[config.mk]
export PLATFORM = sky130hd
export DESIGN_NAME = fifo_rd_stream
export DESIGN_NICKNAME = d
export VERILOG_FILES = /design/src/rtl/fifo_rd_stream.sv
export SDC_FILE = /design/constraint.sdc
export NUM_CORES = 1
export LEC_CHECK = 0
export CAP_MARGIN = 10
export CORE_MARGIN = 4
export CORE_UTILIZATION = 50
export DETAILED_ROUTE_END_ITERATION = 10
export DONT_BUFFER_PORTS = 1
export GPL_TIMING_DRIVEN = 0
export HOLD_SLACK_MARGIN = 0.15
export SLEW_MARGIN = 20
export SYNTH_ARGS = -nofsm -noshare
export SYNTH_HDL_FRONTEND = slang
export SYNTH_SLANG_ARGS = --single-unit
[constraint.sdc]
create_clock -name rclk -period 3 [get_ports rclk]
set_clock_uncertainty 0.05 [all_clocks]
set_input_delay 0.15 -clock rclk [delete_from_list [all_inputs] [get_ports rclk]]
set_output_delay 0.15 -clock rclk [all_outputs]
set_load 0.02 [all_outputs]
[src/rtl/fifo_rd_stream.sv]
// Read-domain drain stage for the async FIFO. It pops words through the
// FIFO read port (one-cycle read latency), holds them in a 2-entry output
// buffer and offers them downstream as a valid/ready stream with packet
// boundaries every PKT_LEN beats and a running handshake count.
module fifo_rd_stream #(
  parameter int DATA_SIZE = 12,
  parameter int PKT_LEN   = 16,
  parameter int CNT_W     = 16
) (
  input  logic                 rclk,
  input  logic                 wrst,
  input  logic                 enable,
  input  logic                 rEmpty,
  input  logic [DATA_SIZE-1:0] rData,
  output logic                 rinc,
  output logic                 m_valid,
  input  logic                 m_ready,
  output logic [DATA_SIZE-1:0] m_data,
  output logic                 m_last,
  output logic                 busy,
  output logic [CNT_W-1:0]     word_cnt
);

  typedef enum logic [1:0] {
    IDLE  = 2'd0,
    RUN   = 2'd1,
    DRAIN = 2'd2
  } state_e;

  // beat index is kept 16 bits wide so PKT_LEN up to 65535 always fits
  localparam logic [15:0] LAST_IDX = 16'(PKT_LEN - 1);

  state_e               state_q, state_d;
  logic [DATA_SIZE-1:0] head_q, head_d;
  logic [DATA_SIZE-1:0] tail_q, tail_d;
  logic [1:0]           bufCnt_q, bufCnt_d;
  logic                 pending_q;
  logic [15:0]          beatIdx_q, beatIdx_d;
  logic [CNT_W-1:0]     wordCnt_q, wordCnt_d;

  logic                 pop;
  logic [2:0]           occ;
  logic [2:0]           occAfterPop;

  // Stream outputs and the pop request; a read is only issued when a slot
  // is guaranteed free by the time its data lands.
  always_comb begin
    m_valid     = (bufCnt_q != 2'd0);
    m_data      = head_q;
    m_last      = m_valid && (beatIdx_q == LAST_IDX);
    busy        = (state_q != IDLE);
    word_cnt    = wordCnt_q;
    pop         = m_valid && m_ready;
    occ         = {1'b0, bufCnt_q} + {2'b00, pending_q};
    occAfterPop = occ - {2'b00, pop};
    rinc        = (state_q == RUN) && !rEmpty && (occAfterPop < 3'd2);
  end

  // Buffer update: capture of the in-flight word and/or shift on pop.
  always_comb begin
    head_d   = head_q;
    tail_d   = tail_q;
    bufCnt_d = bufCnt_q;
    case ({pending_q, pop})
      2'b10: begin
        if (bufCnt_q == 2'd0) head_d = rData;
        else                  tail_d = rData;
        bufCnt_d = bufCnt_q + 2'd1;
      end
      2'b01: begin
        head_d   = tail_q;
        bufCnt_d = bufCnt_q - 2'd1;
      end
      2'b11: begin
        if (bufCnt_q == 2'd1) begin
          head_d = rData;
        end else begin
          head_d = tail_q;
          tail_d = rData;
        end
      end
      default: ;
    endcase
  end

  // Packet position and statistics advance on every handshake.
  always_comb begin
    beatIdx_d = beatIdx_q;
    wordCnt_d = wordCnt_q;
    if (pop) begin
      beatIdx_d = (beatIdx_q == LAST_IDX) ? 16'd0 : beatIdx_q + 16'd1;
      wordCnt_d = wordCnt_q + CNT_W'(1);
    end
  end

  // Run/drain control; drain finishes once nothing is buffered or in flight.
  always_comb begin
    state_d = state_q;
    case (state_q)
      IDLE:    if (enable) state_d = RUN;
      RUN:     if (!enable) state_d = DRAIN;
      DRAIN: begin
        if (enable)                                   state_d = RUN;
        else if ((bufCnt_q == 2'd0) && !pending_q)    state_d = IDLE;
      end
      default: state_d = IDLE;
    endcase
  end

  // All state registers; reset discards buffered and in-flight words.
  always_ff @(posedge rclk or negedge wrst) begin
    if (!wrst) begin
      state_q   <= IDLE;
      head_q    <= '0;
      tail_q    <= '0;
      bufCnt_q  <= 2'd0;
      pending_q <= 1'b0;
      beatIdx_q <= 16'd0;
      wordCnt_q <= '0;
    end else begin
      state_q   <= state_d;
      head_q    <= head_d;
      tail_q    <= tail_d;
      bufCnt_q  <= bufCnt_d;
      pending_q <= rinc;
      beatIdx_q <= beatIdx_d;
      wordCnt_q <= wordCnt_d;
    end
  end

endmodule

==> run metrics, run 1 <==
Hold Startpoint=m_ready; post-DR wirelength/cell=14.7 microns; num rows=27; fin cells=362; Hold Fails Final Rpt=0; Setup WS pre-CTS=-84.5 ps; Slowest Stage Delay on Critical Path=390 ps; Seq cells post-synth=61; min cycle time layout=2850 ps; Tightest Hold Check Type=in2reg; Final #Nets=roughly 310; max frequency=351 MHz; total CTS buffers=9; antenna viol nets, final=0; gr ovfl total=0; syn nets=about 280; Starting DRT DRC Count=53; outcome=finished, final reports clean; EDFF count, synth=0; Layout Utilization=0.616; Fillers=~450; share of cells above drive strength 1=0.176; unique cell type count in the Yosys netlist=39; global-route wire length before repair=9590 microns; ys flop type=dfrtp_1; CTS tree=done; YS warnings=0; Initial Util=0.513; die height=slightly above 80 microns; Avg Inst Size Synth=between 10 and 15 sq um; WHS Endpoint=m_data[8]$_DFFE_PN0P_; Post-Syn Instances=251; Pwr Density=894 mW/mm^2; Synth top area share=0.544; Tot GR Track Use=0.173; Placer Congestion=roughly 0.76; RSZ-0062 raised after global routing=no; DP Area=roughly 0.0029 sq mm; CP endpoint kind=output pin; crit path kind=reg2out; Critical Path Start Type=flop; final setup fails=0; hold-critical path depth=3; period utilisation layout=0.950; slowest CP cell=dfrtp_1; max-cap violations=0; clock root cell=clkbuf_8; leak pwr=about 1.5 nW; cell mode on critical path=ha_4; core area=about 0.0055 sq mm; H-tree Lvls=3; Finished Cell Area=~0.0034 sq mm; clk slew on worst S/H paths=70 ps; sequential area share after synthesis=0.544; vias in the first global route=1965; cells taking the most area after synthesis=dfrtp_1 54%, xnor2_1 5.9%, nand2_1 4.9%; worst rel slew slack=0.333; worst hold margin=167 ps; area added between synthesis and finish=20.2%; peak supply drop=0.516 mV; r2r setup slk=between 400 and 500 ps; drt first pass iters=4; CP Depth=10; area leader, netlist=dfrtp_1; critical-path cell list=inv_2 > ha_4 > and2b_1 > buf_4 > inv_8 > ha_4 > nand2b_1 > fa_2 > xor2_1 > nor4b_4; worst path required time=approximately 2800 ps; Post-DP HPWL=3490 microns; Via Count=1903; diode count=0; Buf+Inv Stages, Crit Path=3; CTS Buffer Depth=2; die area=just under 0.007 sq mm; Worst R2R Start=bufCnt_q[0]$_DFFE_PN0N_; area of the multi-input gates=0.00125 sq mm; CP Data Arrival Time=2650 ps; PnR worst setup slack=149 ps; chip width=82.9 microns; Buffers on Ports=0; DR vias/cell=5.26; Post-route DRC=0; clk_lat worst skew=330 ps; initial antenna violation count=0; Reg area=roughly 0.0015 sq mm; cells on worst reg2reg path=10; Post-Place Cells=323; fin. max-slew vios=0; # IOs=49; crit path max fanout=7; cell area after synthesis=0.00281 sq mm; largest net degree at the start of global routing=62; worst r2r dst=pending_q$_DFF_PN0_; clk sinks=61; Tightest Pin Transition=around 1000 ps; Async SR Flop Fraction=1.00; Top delay family on crit path=simple AND/OR/NAND/NOR gates; Total Wirelength=5340 microns
cells in the final DEF (no fill, tap or decap), types with 2 or more instances in the layout:
cell           Yosys  final
a21oi_1            3      3
and3_1             4      4
and4_1             3      3
buf_2              3      3
buf_4              2      8
clkbuf_1           1      3
clkbuf_8           0     10
clkinv_2           0      2
dfrtp_1           61     61
dlygate4sd3_1      0     16
ha_1               6      4
ha_4               0      2
inv_1              8      6
inv_2              1      2
mux2_2            12     12
mux2i_1           12     12
nand2_1           37     37
nand2b_1           3      3
nand3_1           10     10
nand4_1            6      6
nor2_1             8      8
nor3_1             2      2
nor4_1             4      4
o21ai_0           16     16
o21ai_1            2      2
or2_2              2      2
or4_1              2      2
xnor2_1           19     19
xor2_1            10     10
layer usage:
layer | track usage | share of wire
met4 | 0.0728 | 0.012
met1 | 0.221 | 0.47
met5 | 0 | 0
met2 | 0.265 | 0.46
met3 | 0.0655 | 0.060
Yosys cell counts (3+ instances only):
cell	instances
nand4_1	6
ha_1	6
and4_1	3
nor4_1	4
xnor2_1	19
xor2_1	10
mux2i_1	12
inv_1	8
nand2_1	37
nor2_1	8
nand3_1	10
mux2_2	12
and3_1	4
dfrtp_1	61
buf_2	3
nand2b_1	3
o21ai_0	16
a21oi_1	3
worst register-to-register path, delay by kind of cell, from the launching register on:
family	cells	cell delay, ps
and+or+nand+nor	3	730
adders and majority gates	3	710
DFF	1	390
buffers and inverters	3	330
xor gates and xnor gates	1	170
repair_timing:
item | in CTS | in global routing
resized for setup | 9 | 1
pin swaps | 1 | 1
setup buffers | 3 | 3
hold endpoints to repair | 91 | 0
endpoints found under the setup margin | 2 | 1
hold buffers | 17 | 0
cell families after synthesis:
kind of cell    Yosys count  share of synthesized area
compound gates           24                     0.0459
fa+ha+maj                 7                     0.0339
flops                    61                      0.544
simple gates             91                      0.171
xor+xnor                 29                     0.0905
mux                      24                     0.0910
buf+inv                  15                     0.0241
stage by stage:
step           setup TNS, ps  total power [mW]
2_1_floorplan              0              2.00
3_3_place_gp            -146              2.14
3_5_place_dp            -138              2.17
4_1_cts                    0              3.02
5_1_grt                    0              3.27
6_report                   0              3.01
worst max path at each step:
stage	slack, ps	from	endpoint
after floorplan	150	bufCnt_q[1]$_DFFE_PN0N_	pending_q$_DFF_PN0_
after global placement	-90	bufCnt_q[1]$_DFFE_PN0N_	pending_q$_DFF_PN0_
after detailed placement	-80	bufCnt_q[1]$_DFFE_PN0N_	pending_q$_DFF_PN0_
after CTS	20	bufCnt_q[0]$_DFFE_PN0N_	rinc
after global routing	6	bufCnt_q[0]$_DFFE_PN0N_	rinc
final	150	bufCnt_q[0]$_DFFE_PN0N_	rinc
flip-flops by register name, summed over array words and instances (netlist names):
name / flops
tail_q: 12
state_q: 2
bufCnt_q: 2
beatIdx_q: 16
m_data: 12
word_cnt: 16
pending_q: 1
area by class of cell:
cell class / count / share of cell area
Multi-Input combinational cell: 175 / 0.372
Inverter: 9 / 0.0122
Tap cell: 72 / 0.0267
Clock buffer: 12 / 0.0430
Clock inverter: 4 / 0.0141
Buffer: 6 / 0.0100
Sequential cell: 61 / 0.453
Timing Repair Buffer: 23 / 0.0690
report_power, final:
| part | internal (mW) | total, mW | switching [mW] |
|---|---|---|---|
| clock | 0.404 | 0.716 | 0.312 |
| sequential | 1.08 | 1.44 | 0.362 |
| combinational | 0.434 | 0.856 | 0.423 |
Power figures use the tool's default switching activity.
==> run 2: changes to the inputs <==
==> constraint.sdc (replaced) <==
create_clock -name rclk -period 3.5 [get_ports rclk]
set_clock_uncertainty 0.05 [all_clocks]
set_input_delay 0.175 -clock rclk [delete_from_list [all_inputs] [get_ports rclk]]
set_output_delay 0.175 -clock rclk [all_outputs]
set_load 0.05 [all_outputs]
==> run metrics, run 2 (synthesized netlist as in run 1, its figures left out) <==
outcome=finished, final reports clean; RSZ-0062 raised after global routing=no; Slowest Stage Delay on Critical Path=660 ps (+270 ps); chip width=82.9 microns (unchanged); Hold Startpoint=m_ready; Post-DP HPWL=3470 microns (-0.59%); fin cells=358 (-1.1%); leak pwr=1.53 nW (-0.88%); Setup WS pre-CTS=220 ps (+305 ps); crit path kind=reg2out; WHS Endpoint=bufCnt_q[1]$_DFFE_PN0N_; Buffers on Ports=0 (unchanged); critical-path cell list=inv_1 > ha_4 > and2b_1 > buf_4 > inv_6 > ha_4 > nand2b_1 > fa_1 > xor2_1 > nor4b_4; Tot GR Track Use=0.170 (-0.00362); CTS tree=done; crit path max fanout=10 (+3); Post-route DRC=0 (unchanged); clk_lat worst skew=320 ps (about the same); most frequent cells in the layout=61 x dfrtp_1, 37 x nand2_1, 19 x xnor2_1; vias in the first global route=1939 (-1.3%); Finished Cell Area=0.00333 sq mm (-1.2%); DR vias/cell=5.28 (+0.53%); Initial Util=0.513 (unchanged); Via Count=1892 (-0.58%); cell mode on critical path=ha_4; die area=0.00688 sq mm (unchanged); Placer Congestion=0.756 (unchanged); Critical Path Start Type=flop; die height=82.9 microns (unchanged); post-DR wirelength/cell=14.8 microns (+0.21%); Tightest Pin Transition=754 ps (-236 ps); Post-Place Cells=324 (+0.31%); Layout Utilization=0.609 (-0.00709); Worst R2R Start=bufCnt_q[1]$_DFFE_PN0N_; # IOs=49 (unchanged); PnR worst setup slack=197 ps (+48.6 ps); Tightest Hold Check Type=in2reg; Final #Nets=306 (-0.97%); global-route wire length before repair=9540 microns (-0.51%); Buf+Inv Stages, Crit Path=3 (unchanged); slowest CP cell=nor4b_4; clk sinks=61 (unchanged); peak supply drop=0.614 mV (+19%); Total Wirelength=5290 microns (-0.90%); final setup fails=0 (unchanged); num rows=27 (unchanged); worst r2r dst=pending_q$_DFF_PN0_; DP Area=0.00293 sq mm (+0.78%); period utilisation layout=0.944; clk slew on worst S/H paths=70 ps (about the same); diode count=0 (unchanged); area added between synthesis and finish=18.8%; largest net degree at the start of global routing=62 (unchanged); cells on worst reg2reg path=10 (unchanged); antenna viol nets, final=0 (unchanged); fin. max-slew vios=0 (unchanged); Hold Fails Final Rpt=0 (unchanged); r2r setup slk=520 ps (+30 ps); min cycle time layout=3300 ps; CP Data Arrival Time=3080 ps (+430 ps); max frequency=approximately 300 MHz; Fillers=457 (+2.2%); CTS Buffer Depth=2 (unchanged); Starting DRT DRC Count=26 (-51%); Top delay family on crit path=simple AND/OR/NAND/NOR gates; total CTS buffers=9 (unchanged); initial antenna violation count=0 (unchanged); CP endpoint kind=output pin; drt first pass iters=4 (unchanged); Pwr Density=823 mW/mm^2 (-7.9%); clock root cell=clkbuf_8; commonest non-fill, non-tap cell in the layout=dfrtp_1; gr ovfl total=0 (unchanged); worst rel slew slack=0.495 (+0.162); core area=0.00547 sq mm (unchanged); worst path required time=3270 ps (+470 ps); hold-critical path depth=3 (unchanged); H-tree Lvls=3 (unchanged); share of cells above drive strength 1=0.164 (-0.0115); max-cap violations=0 (unchanged)
run 2: cell types whose count changed in the layout (fill, tap and decap cells not counted), sizes merged:
cell      delta
clkbuf       -1
buf          -3
clkinv       +2
bufinv       -1
clkinvlp     -1
run 2: worst min-delay path, stage by stage:
cell	delay [ps]
nor3b_1	150
xnor2_1	130
o21ai_0	60
run 2: worst max-delay path by stage:
stage / start / to / slack [ps] / cells past startpoint
after floorplan: bufCnt_q[1]$_DFFE_PN0N_ / pending_q$_DFF_PN0_ / 140 / 10
after global placement: bufCnt_q[1]$_DFFE_PN0N_ / pending_q$_DFF_PN0_ / -100 / 10
after detailed placement: bufCnt_q[1]$_DFFE_PN0N_ / pending_q$_DFF_PN0_ / 220 / 10
after CTS: bufCnt_q[1]$_DFFE_PN0N_ / rinc / 7 / 10
after global routing: bufCnt_q[0]$_DFFE_PN0N_ / rinc / 4 / 10
final: bufCnt_q[1]$_DFFE_PN0N_ / rinc / 200 / 10
run 2: layout make-up:
type / instances / area [sq um] / share of cell area
Buffer: 6 / 33.8 / 0.0101
Inverter: 9 / 38.8 / 0.0116
Clock inverter: 4 / 23.8 / 0.00713
Multi-Input combinational cell: 175 / 1260 / 0.378
Timing Repair Buffer: 20 / 210 / 0.0631
Sequential cell: 61 / 1530 / 0.458
Tap cell: 72 / 90.1 / 0.0270
Clock buffer: 11 / 151 / 0.0454
run 2: through the flow:
stage	TNS [ps]	power, mW	hold WS [ps]
floorplan	0	1.96	-171
detailed placement	0	2.13	-169
CTS	0	2.76	168
global route	0	2.95	196
finish	0	2.74	186
global placement	-146	2.09	-169
run 2: per-layer routing:
metal  global-route usage  vias to the layer above  share of wire
met2                0.254                       50           0.45
li1                     -                      931              -
met1                0.228                      904           0.48
met5                    0                        -              0
met3               0.0536                        7          0.057
met4               0.0713                        0          0.014
run 2: repair_timing:
item	in CTS	in global routing
setup endpoints to repair	1	1
resized for setup	3	2
setup buffers	2	0
endpoints found under the hold margin	90	0
hold buffers	17	0
pin swaps	1	1
run 2: power by group:
group | switching, mW | internal (mW) | total, mW
logic | 0.382 | 0.348 | 0.730
clock network | 0.268 | 0.289 | 0.557
registers | 0.537 | 0.918 | 1.45
